<file path="config.mk">
export PLATFORM = sky130hd
export DESIGN_NAME = conv_loop_scheduler
export DESIGN_NICKNAME = d
export VERILOG_FILES = /design/src/rtl/conv_loop_scheduler.sv
export SDC_FILE = /design/constraint.sdc
export NUM_CORES = 1
export LEC_CHECK = 0
export BUFFER_PORTS_ARGS = -buffer_cell sky130_fd_sc_hd__buf_2
export CAP_MARGIN = 10
export CORE_MARGIN = 1
export CORE_UTILIZATION = 49
export CTS_CLUSTER_DIAMETER = 150
export CTS_CLUSTER_SIZE = 8
export DETAILED_ROUTE_END_ITERATION = 16
export PLACE_DENSITY_LB_ADDON = 0.05
export SLEW_MARGIN = 10
export SYNTH_ARGS = -nofsm -noshare
export SYNTH_HDL_FRONTEND = slang
export SYNTH_SLANG_ARGS = --single-unit
</file>
<file path="constraint.sdc">
create_clock -name clk -period 2.4 [get_ports clk]
set_input_delay 0.24 -clock clk [delete_from_list [all_inputs] [get_ports clk]]
set_output_delay 0.24 -clock clk [all_outputs]
set_load 0.01 [all_outputs]
</file>
<file path="src/rtl/conv_loop_scheduler.sv">
// Convolution loop-nest scheduler: walks out_y/out_x/out_ch/in_ch/k_y/k_x and
// issues one MAC step descriptor per accepted handshake, with padding and accumulate flags.
module conv_loop_scheduler #(
   parameter int FEATURE_MAP_WIDTH  = 64,
   parameter int FEATURE_MAP_HEIGHT = 64,
   parameter int INPUT_NB_CHANNELS  = 4,
   parameter int OUTPUT_NB_CHANNELS = 32,
   parameter int KERNEL_SIZE        = 3,
   localparam int XW  = (FEATURE_MAP_WIDTH  > 1) ? $clog2(FEATURE_MAP_WIDTH)  : 1,
   localparam int YW  = (FEATURE_MAP_HEIGHT > 1) ? $clog2(FEATURE_MAP_HEIGHT) : 1,
   localparam int CIW = (INPUT_NB_CHANNELS  > 1) ? $clog2(INPUT_NB_CHANNELS)  : 1,
   localparam int COW = (OUTPUT_NB_CHANNELS > 1) ? $clog2(OUTPUT_NB_CHANNELS) : 1,
   localparam int KW  = (KERNEL_SIZE        > 1) ? $clog2(KERNEL_SIZE)        : 1
) (
   input  logic           clk,
   input  logic           arst_in,
   input  logic           start,
   output logic           running,
   output logic           done,
   output logic           step_valid,
   input  logic           step_ready,
   output logic [XW-1:0]  out_x,
   output logic [YW-1:0]  out_y,
   output logic [COW-1:0] out_ch,
   output logic [CIW-1:0] in_ch,
   output logic [KW-1:0]  k_x,
   output logic [KW-1:0]  k_y,
   output logic [XW-1:0]  in_x,
   output logic [YW-1:0]  in_y,
   output logic           pad,
   output logic           acc_first,
   output logic           acc_last
);

   // Sign bit plus one carry bit above the wider operand keeps the tap offset exact.
   localparam int SXW = ((XW > KW) ? XW : KW) + 2;
   localparam int SYW = ((YW > KW) ? YW : KW) + 2;

   typedef enum logic [1:0] {IDLE = 2'd0, RUN = 2'd1, DONE = 2'd2} state_t;

   state_t         state_r, state_nx_s;
   logic [XW-1:0]  ox_r, ox_nx_s;
   logic [YW-1:0]  oy_r, oy_nx_s;
   logic [COW-1:0] oc_r, oc_nx_s;
   logic [CIW-1:0] ic_r, ic_nx_s;
   logic [KW-1:0]  kx_r, kx_nx_s;
   logic [KW-1:0]  ky_r, ky_nx_s;

   logic kx_max_s, ky_max_s, ic_max_s, oc_max_s, ox_max_s, oy_max_s;
   logic c_ky_s, c_ic_s, c_oc_s, c_ox_s, c_oy_s, all_max_s;
   logic run_s, pad_s;
   logic [SXW-1:0] ix_s;
   logic [SYW-1:0] iy_s;

   assign kx_max_s = (kx_r == KW'(KERNEL_SIZE - 1));
   assign ky_max_s = (ky_r == KW'(KERNEL_SIZE - 1));
   assign ic_max_s = (ic_r == CIW'(INPUT_NB_CHANNELS - 1));
   assign oc_max_s = (oc_r == COW'(OUTPUT_NB_CHANNELS - 1));
   assign ox_max_s = (ox_r == XW'(FEATURE_MAP_WIDTH - 1));
   assign oy_max_s = (oy_r == YW'(FEATURE_MAP_HEIGHT - 1));

   // Carry into each loop level: every inner level is at its bound.
   assign c_ky_s    = kx_max_s;
   assign c_ic_s    = c_ky_s & ky_max_s;
   assign c_oc_s    = c_ic_s & ic_max_s;
   assign c_ox_s    = c_oc_s & oc_max_s;
   assign c_oy_s    = c_ox_s & ox_max_s;
   assign all_max_s = c_oy_s & oy_max_s;

   // State and loop counter registers.
   always_ff @(posedge clk or posedge arst_in) begin
      if (arst_in) begin
         state_r <= IDLE;
         ox_r    <= XW'(0);
         oy_r    <= YW'(0);
         oc_r    <= COW'(0);
         ic_r    <= CIW'(0);
         kx_r    <= KW'(0);
         ky_r    <= KW'(0);
      end else begin
         state_r <= state_nx_s;
         ox_r    <= ox_nx_s;
         oy_r    <= oy_nx_s;
         oc_r    <= oc_nx_s;
         ic_r    <= ic_nx_s;
         kx_r    <= kx_nx_s;
         ky_r    <= ky_nx_s;
      end
   end

   // Next-state and counter advance; counters only move on an accepted step.
   always_comb begin
      state_nx_s = state_r;
      ox_nx_s    = ox_r;
      oy_nx_s    = oy_r;
      oc_nx_s    = oc_r;
      ic_nx_s    = ic_r;
      kx_nx_s    = kx_r;
      ky_nx_s    = ky_r;
      case (state_r)
         IDLE: begin
            if (start) begin
               state_nx_s = RUN;
               ox_nx_s    = XW'(0);
               oy_nx_s    = YW'(0);
               oc_nx_s    = COW'(0);
               ic_nx_s    = CIW'(0);
               kx_nx_s    = KW'(0);
               ky_nx_s    = KW'(0);
            end else begin
               state_nx_s = IDLE;
            end
         end
         RUN: begin
            if (step_ready) begin
               kx_nx_s = kx_max_s ? KW'(0) : kx_r + KW'(1);
               ky_nx_s = !c_ky_s ? ky_r : (ky_max_s ? KW'(0)  : ky_r + KW'(1));
               ic_nx_s = !c_ic_s ? ic_r : (ic_max_s ? CIW'(0) : ic_r + CIW'(1));
               oc_nx_s = !c_oc_s ? oc_r : (oc_max_s ? COW'(0) : oc_r + COW'(1));
               ox_nx_s = !c_ox_s ? ox_r : (ox_max_s ? XW'(0)  : ox_r + XW'(1));
               oy_nx_s = !c_oy_s ? oy_r : (oy_max_s ? YW'(0)  : oy_r + YW'(1));
               state_nx_s = all_max_s ? DONE : RUN;
            end else begin
               state_nx_s = RUN;
            end
         end
         DONE: begin
            state_nx_s = IDLE;
         end
         default: begin
            state_nx_s = IDLE;
         end
      endcase
   end

   // Input tap position; a set sign bit also trips the unsigned upper-bound test.
   assign ix_s  = SXW'(ox_r) + SXW'(kx_r) - SXW'(KERNEL_SIZE / 2);
   assign iy_s  = SYW'(oy_r) + SYW'(ky_r) - SYW'(KERNEL_SIZE / 2);
   assign pad_s = ix_s[SXW-1] | (ix_s >= SXW'(FEATURE_MAP_WIDTH)) |
                  iy_s[SYW-1] | (iy_s >= SYW'(FEATURE_MAP_HEIGHT));

   assign run_s      = (state_r == RUN);
   assign running    = (state_r != IDLE);
   assign done       = (state_r == DONE);
   assign step_valid = run_s;
   assign out_x      = ox_r;
   assign out_y      = oy_r;
   assign out_ch     = oc_r;
   assign in_ch      = ic_r;
   assign k_x        = kx_r;
   assign k_y        = ky_r;
   assign in_x       = pad_s ? XW'(0) : ix_s[XW-1:0];
   assign in_y       = pad_s ? YW'(0) : iy_s[YW-1:0];
   assign pad        = run_s & pad_s;
   assign acc_first  = run_s & (ic_r == CIW'(0)) & (ky_r == KW'(0)) & (kx_r == KW'(0));
   assign acc_last   = run_s & ic_max_s & ky_max_s & kx_max_s;

endmodule

</file>
### After elaboration in Yosys (flattened, before gate mapping)

Index checks and enable logic that the tools add are counted.

* logic and storage cells: 93
* bits in read-only memories: 0
* input bits: 4
* latch bits: 0
* RAM bits: 0
* memories: 0
* output and inout bits: 41
* register bits after elaboration: 25

* equality and inequality tests: 15
* add/subtract/negate cells: 10
* order comparisons: 2
* multipliers: 0
* shift-type cells: 0
* bitwise logic cells: 15
* reduce and logical (&&, ||, !) cells: 12
* div/mod/pow operators: 0
* multiplexer cells: 32

Operators with widths (number)
* two-way mux 6 bit: 9
* case mux 6 bit (2 select lines): 2
* two-way mux 2 bit: 11
* two-way mux 5 bit: 4
* AND reduction 4 bit: 5
* greater-or-equal comparator 8 x 7 -> 1 bit, second input constant: 2
* case mux 2 bit (2 select lines): 4
* subtractor 7 x 1 -> 8 bit, second input constant: 2
* adder 6 x 2 -> 7 bit: 2
* inequality test 2 bit, second input constant: 7
* adder 6 x 1 -> 6 bit, second input constant: 2
* bitwise AND 1 bit: 12
* equality test 6 bit, second input constant: 2
* case mux 5 bit (2 select lines): 1
* equality test 2 bit, second input constant: 4
* zero test 2 bit: 4
* adder 2 x 1 -> 2 bit, second input constant: 3
* adder 5 x 1 -> 5 bit, second input constant: 1
* equality test 5 bit, second input constant: 1
* nonzero test 2 bit: 2
* bitwise OR 1 bit: 3
* AND reduction 3 bit: 1
* equality test 2 x 1 -> 1 bit, second input constant: 1
* two-way mux 1 bit: 1

### Longest topological paths before layout

Gate-level depths: netlist (run 1).

* word-level depth: 9
* gate-level depth with buffers: 13
* mapped depth without buffers: 11

### Least setup slack after synthesis (run 1)

Ideal clock, no wire load.

* path type: reg2out
* start point: register kx_r[1] (netlist: k_x[1])
* end point: output port in_y[3]
* arrival time: 2.420 ns
* path slack: -0.260 ns
* path buffers: 2
* stages on the path, launching flop included: 14
* required time: 2.160 ns
* cell sequence: dfrtp_1 -> buf_4 -> inv_1 -> ha_1 -> inv_1 -> ha_1 -> inv_1 -> fa_1 -> nor2b_1 -> o21ai_0 -> a32oi_1 -> o2111ai_2 -> buf_6 -> nor2_1

* longest elaborated chain between the ends: 7

RTL lines
* start: declaration: RTL line 46 `logic [KW-1:0] kx_r, kx_nx_s;`
* start signal: assignment: RTL line 86 `kx_r <= kx_nx_s;`
* adder 6 x 2 -> 7 bit *: RTL line 137 `assign ix_s = SXW'(ox_r) + SXW'(kx_r) - SXW'(KERNEL_SIZE / 2);`
* subtractor 7 x 1 -> 8 bit *: RTL line 137
* greater-or-equal comparator 8 x 7 -> 1 bit: RTL line 139 `assign pad_s = ix_s[SXW-1] | (ix_s >= SXW'(FEATURE_MAP_WIDTH)) |`
* bitwise OR 1 bit * (2 in a row): RTL line 139
* bitwise OR 1 bit *: RTL line 140 `iy_s[SYW-1] | (iy_s >= SYW'(FEATURE_MAP_HEIGHT));`
* two-way mux 6 bit *: RTL line 153 `assign in_y = pad_s ? YW'(0) : iy_s[YW-1:0];`
* end: declaration: RTL line 29 `output logic [YW-1:0] in_y,`

Every way passes the cells marked *; elsewhere a longest branch is shown, timed or not.

### Worst setup path in the final report (run 1)

* start point: register ox_r[1] (netlist: out_x[1])
* end point: output port in_x[3]

* longest elaborated chain between the ends: 7

RTL lines
* start: declaration: RTL line 42 `logic [XW-1:0] ox_r, ox_nx_s;`
* start signal: assignment: RTL line 82 `ox_r <= ox_nx_s;`
* adder 6 x 2 -> 7 bit *: RTL line 137
* subtractor 7 x 1 -> 8 bit *: RTL line 137
* greater-or-equal comparator 8 x 7 -> 1 bit: RTL line 139
* bitwise OR 1 bit (2 in a row): RTL line 139
* bitwise OR 1 bit: RTL line 140
* two-way mux 6 bit *: RTL line 152 `assign in_x = pad_s ? XW'(0) : ix_s[XW-1:0];`
* end: declaration: RTL line 28 `output logic [XW-1:0] in_x,`

Marks and branches as above.

==> flow_metrics.py, run 1 <==
metrics = {
    "outcome": {
        "outcome": "complete, but fails checks",
        "violations": "hold timing, setup timing",
    },
    "final_layout": {
        "syn2layout_area_growth_pct": 33.5,
        "nNetsFinal": 352,
        "diodes": 0,
        "design_area_sq_um": 2720,
        "final_cell_mix": "buf_2 (40), buf_4 (32), inv_1 (29)",
        "drive_above_1_share_pct": 36.3,
        "layout.cells.most_common": "buf_2",
    },
    "logic_synthesis": {
        "synthDistinctLibCells": 45,
        "synth_top_area_share_pct": 30.7,
        "synth.area.top_cells": "dfrtp_1 (31%), ha_1 (17%), inv_1 (6.3%), o21ai_0 (4.7%), nor2_1 (4.6%)",
        "synthArstFlopShare_pct": 100,
        "ys_warn_count": 0,
        "synth_edf_count": 0,
        "avgSynthCellArea_sq_um": 8.50,
        "synth_ff_type": "dfrtp_1",
        "ys_ff_latch": 25,
        "postSynthCellCount": 240,
        "synth_nets": 274,
        "yosys.area.top_type": "dfrtp_1",
        "synth_area_sq_um": 2040,
        "yosysSeqAreaShare_pct": 30.7,
    },
    "sta": {
        "slew_headroom_pct": 69.6,
        "fin_worst_skew_ps": 9.07,
        "holdWs_ps": -3.07,
        "final_hold_viol_count": 2,
        "rsz0062_at_grt": "yes",
        "setup_viol": 13,
        "worstMarginPinSlew_ps": 456,
        "maxSlewViolCount": 0,
        "finalCritPeriodShare_pct": 117,
        "setup_ws_ps": -397,
        "min_period_ps": 2800,
        "max_freq_ghz": 0.358,
    },
    "routing": {
        "drtIter0Drc": 87,
        "routedWlPerCell_um": 12.8,
        "wirelength_um": 4700,
        "vias": 1887,
        "drc": 0,
        "via_per_inst": 5.14,
        "drt_pass1_iterations": 4,
        "ant_nets": 0,
    },
    "floorplan": {
        "initial_utilization_pct": 51.0,
        "rows": 23,
        "core_area_sq_um": 4000,
        "die_h_um": 66.5,
        "io_pins": 45,
        "die_w_um": 66.5,
        "die_area_sq_um": 4420,
    },
    "worst_setup_path": {
        "start_kind": "flip-flop",
        "crit_slowest_cell": "dfrtp_1",
        "cp.depth": 13,
        "path_cells": "inv_2 > ha_4 > inv_2 > ha_4 > inv_2 > fa_2 > nor2b_4 > o21ai_2 > a32oi_1 > o2111ai_2 > buf_6 > nor3_2 > buf_2",
        "required_ps": 2160,
        "r2r_start": "out_ch[1]$_DFFE_PP0P_",
        "rr_worst_depth": 8,
        "cp_num_buf_inv": 5,
        "worstSetupPathType": "flip-flop to output port",
        "path_max_fanout": 5,
        "path_delay_family": "adder cells",
        "cp-end-kind": "output port",
        "startpoint": "out_x[1]$_DFFE_PP0P_",
        "r2r_slack_ps": 350,
        "cp_data_arrival_time_ps": 2560,
        "max_stage_delay_ps": 400,
        "cp_common_cell": "inv_2",
    },
    "clock_network": {
        "cts_hold_buffers": 0,
        "clk_latency_ps": 280,
        "clockRootBuffer": "clkbuf_8",
        "cts_sinks": 25,
        "max-clock-path-buffers": 2,
        "htree_levels": 1,
        "cts_tree": "done",
        "path_clk_slew_ps": 100,
        "cts_inserted_buffers": 3,
    },
    "grt": {
        "grt_pass1_wl_um": 7750,
        "antenna_found_initial": 0,
        "grt_max_degree": 26,
        "grt_use_total_pct": 23.0,
        "overflow": 0,
        "first_global_vias": 1665,
    },
    "power_and_ir_drop": {
        "peakVddDrop_mv": 0.532,
        "power_density_nw_per_um2": 722,
        "p_leak_uw": 0.00138,
    },
    "run": {
        "maxCapViolations": 0,
    },
    "place": {
        "place_area_sq_um": 2610,
        "numPortBuffers": 44,
        "place.gp.congestion": 0.789,
        "dp_hpwl_um": 3730,
        "pre_cts_ws_ps": -180,
    },
    "hold_path": {
        "min_path_type": "input port to async pin",
    },
}
final timing paths:
path                                   endpoint
setup / recovery                        in_x[3]
hold reg to reg            state_r[0]$_DFF_PP0_
min in group clk           state_r[0]$_DFF_PP0_
max in group asynchronous    k_y[1]$_DFFE_PP0P_
setup reg to reg           out_y[4]$_DFFE_PP0P_
hold / removal             out_y[3]$_DFFE_PP0P_
area by class of cell:
cell class	count	area (sq um)
clock inverter	1	7.51
inverter	34	128
fill	347	1280
multi-input combinational	176	1350
clock buffer	3	41.3
timing repair buffer	78	508
tap	50	62.6
sequential	25	627
power breakdown:
part	switching (uW)	total [uW]	internal, uW	leakage (uW)
Sequential	58.1	552	494	0.000314
Clock	147	265	118	0.0000217
Combinational	591	1150	557	0.00105
Total	796	1960	1170	0.00138
state kept, by name, indices dropped and copies added (netlist names):
register / flops
out_y: 6
out_ch: 5
k_x: 2
out_x: 6
k_y: 2
in_ch: 2
state_r: 2
kinds of logic (layout without fill, tap and decap cells):
family	count (synthesis)	in the layout	share of synthesized area (%)
simple gates	81	81	20.1
compound gates	59	59	19.7
buf+inv	39	116	7.85
fa+ha+maj	30	30	19.1
flops	25	25	30.7
xor+xnor	6	6	2.58
Yosys cell counts, types with 2 or more instances:
cell type and instances:
inv_1 34, ha_1 28, dfrtp_1 25, nor2_1 25, nand2_1 20, o21ai_0 19, a21oi_1 9, nand3_1 8
a21o_1 6, o31ai_1 5, a32o_1 4, nor3_1 4, xnor2_1 4, nand4_1 3, nor2b_1 3, or2_2 3
a211oi_1 2, a21oi_2 2, and3_1 2, and3b_1 2, buf_2 2, fa_1 2, nand2b_1 2, nor4_1 2
o22ai_1 2, or3_1 2, xor2_1 2
worst reg2reg max path, delay by kind of cell (launching register included):
| family | cells | cell delay [ps] |
|---|---|---|
| compound gates | 3 | 640 |
| flops | 1 | 420 |
| simple gates | 3 | 490 |
| fa+ha+maj | 2 | 370 |
through the flow:
stage	hold slack [ps]	setup TNS, ps	total power, uW	util (%)	std cells
3_5_place_dp	313	-1740	1670	65.2	360
2_1_floorplan	267	-1290	1270	-	240
4_1_cts	8.10	-4720	1950	67.1	365
5_1_grt	30.7	-6030	2140	68.1	367
3_3_place_gp	308	-1410	1640	65.2	360
6_report	-3.07	-4520	1960	68.1	367
timing repair:
| item | CTS | global route |
|---|---|---|
| cloned | 0 | 0 |
| gates resized for setup | 6 | 5 |
| hold endpoints to repair | 0 | 0 |
| pin swaps | 5 | 1 |
| setup endpoints to repair | 13 | 13 |
| setup buffers | 1 | 2 |
metal layers:
layer	wire length, um	track usage [%]
met1	2280	32.2
met2	2280	38.3
met3	107	2.05
met4	33	5.59
met5	0	0
Power figures use the tool's default switching activity.
==> run 2, diff against run 1 <==
--- a/config.mk
+++ b/config.mk
@@ -5,10 +5,11 @@
 export SDC_FILE = /design/constraint.sdc
 export NUM_CORES = 1
 export LEC_CHECK = 0
+export ABC_AREA = 1
 export BUFFER_PORTS_ARGS = -buffer_cell sky130_fd_sc_hd__buf_2
 export CAP_MARGIN = 10
 export CORE_MARGIN = 1
-export CORE_UTILIZATION = 49
+export CORE_UTILIZATION = 50
 export CTS_CLUSTER_DIAMETER = 150
 export CTS_CLUSTER_SIZE = 8
 export DETAILED_ROUTE_END_ITERATION = 16
==> constraint.sdc (replaced) <==
create_clock -name clk -period 2.4 [get_ports clk]
set_input_delay 0.12 -clock clk [delete_from_list [all_inputs] [get_ports clk]]
set_output_delay 0.12 -clock clk [all_outputs]
set_load 0.01 [all_outputs]
==> flow_metrics.py, run 2 <==
metrics = {
    "clock_network": {
        "clk_latency_ps": 270,
        "cts_inserted_buffers": 3,
        "clockRootBuffer": "clkbuf_8",
        "cts_tree": "done",
        "max-clock-path-buffers": 2,
        "cts_sinks": 25,
        "htree_levels": 1,
        "path_clk_slew_ps": 90,
        "cts_hold_buffers": 0,
    },
    "final_layout": {
        "nNetsFinal": 398,
        "drive_above_1_share_pct": 33.1,
        "layout.cells.most_common": "nand2_1",
        "multi_input_area_sq_um": 1430,
        "final_cells": 413,
        "final_cell_mix": "nand2_1 (58), inv_1 (45), buf_2 (39)",
        "syn2layout_area_growth_pct": 31.1,
        "seqCellArea_sq_um": 626,
        "fillCellCount": 369,
        "diodes": 0,
    },
    "place": {
        "place.gp.congestion": 0.787,
        "dp_hpwl_um": 3740,
        "placedCellCount": 402,
        "numPortBuffers": 44,
    },
    "routing": {
        "ant_nets": 0,
        "dr.max_layer_used": "met4",
        "wl_met3_um": 160,
        "wl_met1_um": 2410,
        "via_per_inst": 5.04,
        "met2_wirelength_um": 2560,
        "routedWlPerCell_um": 12.6,
        "wirelength_um": 5200,
        "drt_pass1_iterations": 4,
        "drtIter0Drc": 104,
        "drc": 0,
        "vias": 2081,
    },
    "logic_synthesis": {
        "yosys.area.top_type": "dfrtp_1",
        "synth_area_sq_um": 2190,
        "synth_nets": 326,
        "synthDistinctLibCells": 31,
        "synthArstFlopShare_pct": 100,
        "ys_warn_count": 0,
        "ys_top_cells_by_count": "nand2_1 (59), inv_1 (51), ha_1 (28)",
        "avgSynthCellArea_sq_um": 7.51,
        "yosysSeqAreaShare_pct": 28.5,
        "synth_ff_type": "dfrtp_1",
        "postSynthCellCount": 292,
        "synth_top_area_share_pct": 28.5,
        "synth_edf_count": 0,
        "ys_ff_latch": 25,
        "synth_most_common_cell": "nand2_1",
        "synth.area.top_cells": "dfrtp_1 (29%), ha_1 (16%), nand2_1 (10%), inv_1 (8.7%), nand3_1 (5.5%)",
    },
    "worst_setup_path": {
        "cp_common_cell": "inv_2",
        "cp_num_buf_inv": 6,
        "path_max_fanout": 5,
        "required_ps": 2280,
        "path_delay_family": "adder cells",
        "r2r_slack_ps": 550,
        "rr_worst_depth": 9,
        "max_stage_delay_ps": 400,
        "cp-end-kind": "output port",
        "crit_slowest_cell": "dfrtp_1",
        "start_kind": "flip-flop",
        "path_cells": "inv_2 > ha_4 > inv_2 > ha_4 > inv_2 > fa_2 > inv_2 > nand3_2 > nand3_2 > nand2_2 > a21oi_4 > nand3_4 > buf_12 > nor2_1 > buf_2",
        "worstSetupPathType": "flip-flop to output port",
        "r2r_start": "out_ch[0]$_DFFE_PP0P_",
        "cp_data_arrival_time_ps": 2520,
        "r2r_end": "out_y[4]$_DFFE_PP0P_",
    },
    "sta": {
        "setup_ws_ps": -243,
        "slew_headroom_pct": 34.4,
        "setup_viol": 12,
        "min_period_ps": 2640,
        "finalCritPeriodShare_pct": 110,
        "max_freq_ghz": 0.378,
        "worstMarginPinSlew_ps": 983,
        "holdWs_ps": 60.5,
        "final_hold_viol_count": 0,
        "fin_worst_skew_ps": 1.17,
        "rsz0062_at_grt": "yes",
        "maxSlewViolCount": 0,
    },
    "power_and_ir_drop": {
        "peakVddDrop_mv": 0.552,
        "power_density_nw_per_um2": 749,
        "p_leak_uw": 0.00161,
    },
    "floorplan": {
        "io_pins": 45,
        "die_area_sq_um": 4650,
        "die_h_um": 68.2,
        "rows": 23,
        "core_area_sq_um": 4120,
        "initial_utilization_pct": 53.3,
        "die_w_um": 68.2,
    },
    "grt": {
        "antenna_found_initial": 0,
        "grt_use_total_pct": 23.1,
        "grt_pass1_wl_um": 8060,
        "overflow": 0,
        "grt_max_degree": 27,
        "first_global_vias": 1824,
    },
    "hold_path": {
        "min_path_type": "input port to async pin",
    },
    "outcome": {
        "violations": "setup timing",
        "outcome": "complete, but fails checks",
    },
    "run": {
        "maxCapViolations": 0,
    },
}
run 2: power breakdown:
part	switching, uW	internal, uW
clock network	140	119
logic	712	660
registers	48.2	473
run 2: layout make-up:
| class | count | area share (%) |
|---|---|---|
| clock buffers | 4 | 1.57 |
| inverters | 54 | 7.14 |
| multi-input cells | 208 | 49.9 |
| flip-flops and latches | 25 | 21.8 |
| well taps | 50 | 2.18 |
| repair buffers | 72 | 17.5 |
run 2: through the flow:
stage	utilization [%]	setup TNS, ps	setup slack (ps)	total power [uW]	cell area, sq um
3_5_place_dp	63.2	0	9.93	1550	2600
4_1_cts	67.8	-2140	-202	2010	2790
6_report	69.8	-2590	-243	2150	2870
2_1_floorplan	-	0	79.0	1180	2190
3_3_place_gp	63.2	0	125	1540	2600
5_1_grt	69.8	-4150	-378	2330	2870
run 2: cells by family (layout without fill, tap and decap cells):
group | count (synthesis) | count (layout) | synth area share (%)
adder cells (fa/ha/maj) | 30 | 30 | 17.8
buffers and inverters | 59 | 130 | 11.4
XOR/XNOR | 9 | 9 | 3.60
flip-flops | 25 | 25 | 28.5
AO/OA/AOI/OAI | 33 | 33 | 8.90
AND/OR/NAND/NOR | 136 | 136 | 29.7
run 2: worst max path at each step:
stage                     cells after the start               start       to
final                                        15  k_x[1]$_DFFE_PP0P_  in_x[5]
after global routing                         15  k_x[0]$_DFFE_PP0P_  in_x[5]
after CTS                                    15  k_x[1]$_DFFE_PP0P_  in_x[5]
after detailed placement                     15  k_x[1]$_DFFE_PP0P_  in_y[3]
after global placement                       15  k_x[1]$_DFFE_PP0P_  in_y[0]
after floorplan                              14  k_x[1]$_DFFE_PP0P_  in_x[0]
run 2: layer usage:
layer | GRT usage [%] | vias to the layer above
met3 | 4.17 | 11
met5 | 0 | -
met1 | 30.2 | 948
met2 | 39.0 | 36
met4 | 5.99 | 0
li1 | - | 1086
run 2: repair_timing:
item                                    4_1_cts  5_1_grt
gates cloned                                  1        0
endpoints found under the setup margin       13       13
gates resized for setup                      25       15
pin swaps                                     8        8
buffers inserted                              4        2
==> run 3, diff against run 2 <==
--- a/config.mk
+++ b/config.mk
@@ -14,6 +14,7 @@
 export CTS_CLUSTER_SIZE = 8
 export DETAILED_ROUTE_END_ITERATION = 16
 export PLACE_DENSITY_LB_ADDON = 0.05
+export RECOVER_POWER = 100
 export SLEW_MARGIN = 10
 export SYNTH_ARGS = -nofsm -noshare
 export SYNTH_HDL_FRONTEND = slang
==> flow_metrics.py, run 3 (synthesis results as in run 2) <==
metrics = {
    "clock_network": {
        "htree_levels": 1,
        "cts_inserted_buffers": 3,
        "path_clk_slew_ps": 90,
        "cts_tree": "done",
        "clk_latency_ps": 270,
        "cts_sinks": 25,
        "clockRootBuffer": "clkbuf_8",
        "max-clock-path-buffers": 2,
    },
    "floorplan": {
        "initial_utilization_pct": 53.3,
        "core_area_sq_um": 4120,
        "die_w_um": 68.2,
        "io_pins": 45,
        "die_area_sq_um": 4650,
        "rows": 23,
        "die_h_um": 68.2,
    },
    "routing": {
        "drt_pass1_iterations": 4,
        "ant_nets": 0,
        "via_per_inst": 5.11,
        "drc": 0,
        "routedWlPerCell_um": 12.6,
        "wirelength_um": 5220,
        "vias": 2110,
        "drtIter0Drc": 105,
    },
    "outcome": {
        "violations": "setup timing",
        "outcome": "complete, but fails checks",
    },
    "sta": {
        "final_hold_viol_count": 0,
        "setup_viol": 12,
        "fin_worst_skew_ps": 1.04,
        "setup_ws_ps": -242,
        "finalCritPeriodShare_pct": 110,
        "max_freq_ghz": 0.379,
        "worstMarginPinSlew_ps": 1050,
        "holdWs_ps": 56.1,
        "slew_headroom_pct": 29.8,
        "rsz0062_at_grt": "yes",
        "min_period_ps": 2640,
        "maxSlewViolCount": 0,
    },
    "final_layout": {
        "drive_above_1_share_pct": 24.8,
        "design_area_sq_um": 2790,
        "diodes": 0,
        "fillCellCount": 389,
        "final_cell_mix": "nand2_1 (58), inv_1 (47), clkbuf_1 (27)",
        "layout.cells.most_common": "nand2_1",
        "final_cells": 413,
        "nNetsFinal": 398,
        "postLayoutCoreUtil_pct": 67.9,
        "syn2layout_area_growth_pct": 27.4,
    },
    "place": {
        "placedCellCount": 402,
        "numPortBuffers": 44,
        "pre_cts_ws_ps": 9.93,
        "place_area_sq_um": 2600,
        "dp_hpwl_um": 3740,
        "place.gp.congestion": 0.787,
    },
    "worst_setup_path": {
        "r2r_slack_ps": 190,
        "path_cells": "inv_2 > ha_4 > inv_2 > ha_4 > inv_2 > fa_2 > inv_2 > nand3_2 > nand3_2 > nand2_2 > a21oi_4 > nand3_4 > buf_12 > nor2_1 > buf_2",
        "r2r_end": "out_y[5]$_DFFE_PP0P_",
        "rr_worst_depth": 5,
        "path_delay_family": "adder cells",
        "cp-end-kind": "output port",
        "start_kind": "flip-flop",
        "cp_num_buf_inv": 6,
        "cp_common_cell": "inv_2",
        "required_ps": 2280,
        "path_max_fanout": 5,
        "worstSetupPathType": "flip-flop to output port",
        "cp_data_arrival_time_ps": 2520,
        "max_stage_delay_ps": 400,
        "crit_slowest_cell": "dfrtp_1",
        "r2r_start": "state_r[0]$_DFF_PP0_",
    },
    "run": {
        "maxCapViolations": 0,
    },
    "grt": {
        "first_global_vias": 1824,
        "grt_pass1_wl_um": 8060,
        "overflow": 0,
        "antenna_found_initial": 0,
        "grt_max_degree": 27,
        "grt_use_total_pct": 23.1,
    },
    "power_and_ir_drop": {
        "peakVddDrop_mv": 0.552,
        "p_leak_uw": 0.00150,
        "power_density_nw_per_um2": 762,
    },
    "hold_path": {
        "min_path_type": "input port to async pin",
    },
}
-- run 3: cell types whose count changed in the layout (fill, tap and decap cells not counted), moves of 2 or more --
cell      previous run  this run
inv_2                8         6
o21ai_1              9         4
buf_4               24        13
buf_2               39        24
clkbuf_1             1        27
inv_1               45        47
o21ai_0              9        15
-- run 3: metal layers --
metal,share of wire (%),track usage [%],wire [um],vias up
met4,2.3,5.99,121,0
met1,46,30.2,2410,960
li1,-,-,-,1088
met5,0,0,0,-
met2,48,39.0,2530,49
met3,3.1,4.17,164,13
-- run 3: worst register-to-register path: cells and delay by family, from the launching register on --
kind / cells / cell delay (ps)
flops: 1 / 420
simple gates: 3 / 1430
buf+inv: 1 / 100
compound gates: 1 / 130
-- run 3: worst max path at each step --
stage,cells past startpoint,to,from
2_1_floorplan,14,in_x[0],k_x[1]$_DFFE_PP0P_
3_3_place_gp,15,in_y[0],k_x[1]$_DFFE_PP0P_
3_5_place_dp,15,in_y[3],k_x[1]$_DFFE_PP0P_
4_1_cts,15,in_x[5],k_x[1]$_DFFE_PP0P_
5_1_grt,15,in_x[5],k_x[0]$_DFFE_PP0P_
6_report,15,in_x[5],k_x[1]$_DFFE_PP0P_
-- run 3: power by group --
group / total (uW) / switching, uW / internal (uW)
clock: 260 / 140 / 119
combinational: 1350 / 712 / 637
sequential: 520 / 47.7 / 473
total: 2130 / 901 / 1230
-- run 3: through the flow --
stage	setup TNS, ps	total power (uW)
2_1_floorplan	0	1180
3_3_place_gp	0	1540
3_5_place_dp	0	1550
4_1_cts	-2140	2010
5_1_grt	-4330	2310
6_report	-2570	2130
-- run 3: layout make-up --
cell class	count	area [sq um]	area share [%]
multi-input combinational	208	1410	50.6
sequential	25	626	22.4
timing repair buffer	72	442	15.8
inverter	54	205	7.35
tap	50	62.6	2.24
clock buffer	4	45.0	1.61
-- run 3: repair_timing --
item / in CTS / in global routing
endpoints found under the setup margin: 13 / 13
hold buffers: 0 / 0
setup buffers: 4 / 2
cloned: 1 / 0
pin swaps: 8 / 8
resized for setup: 25 / 15
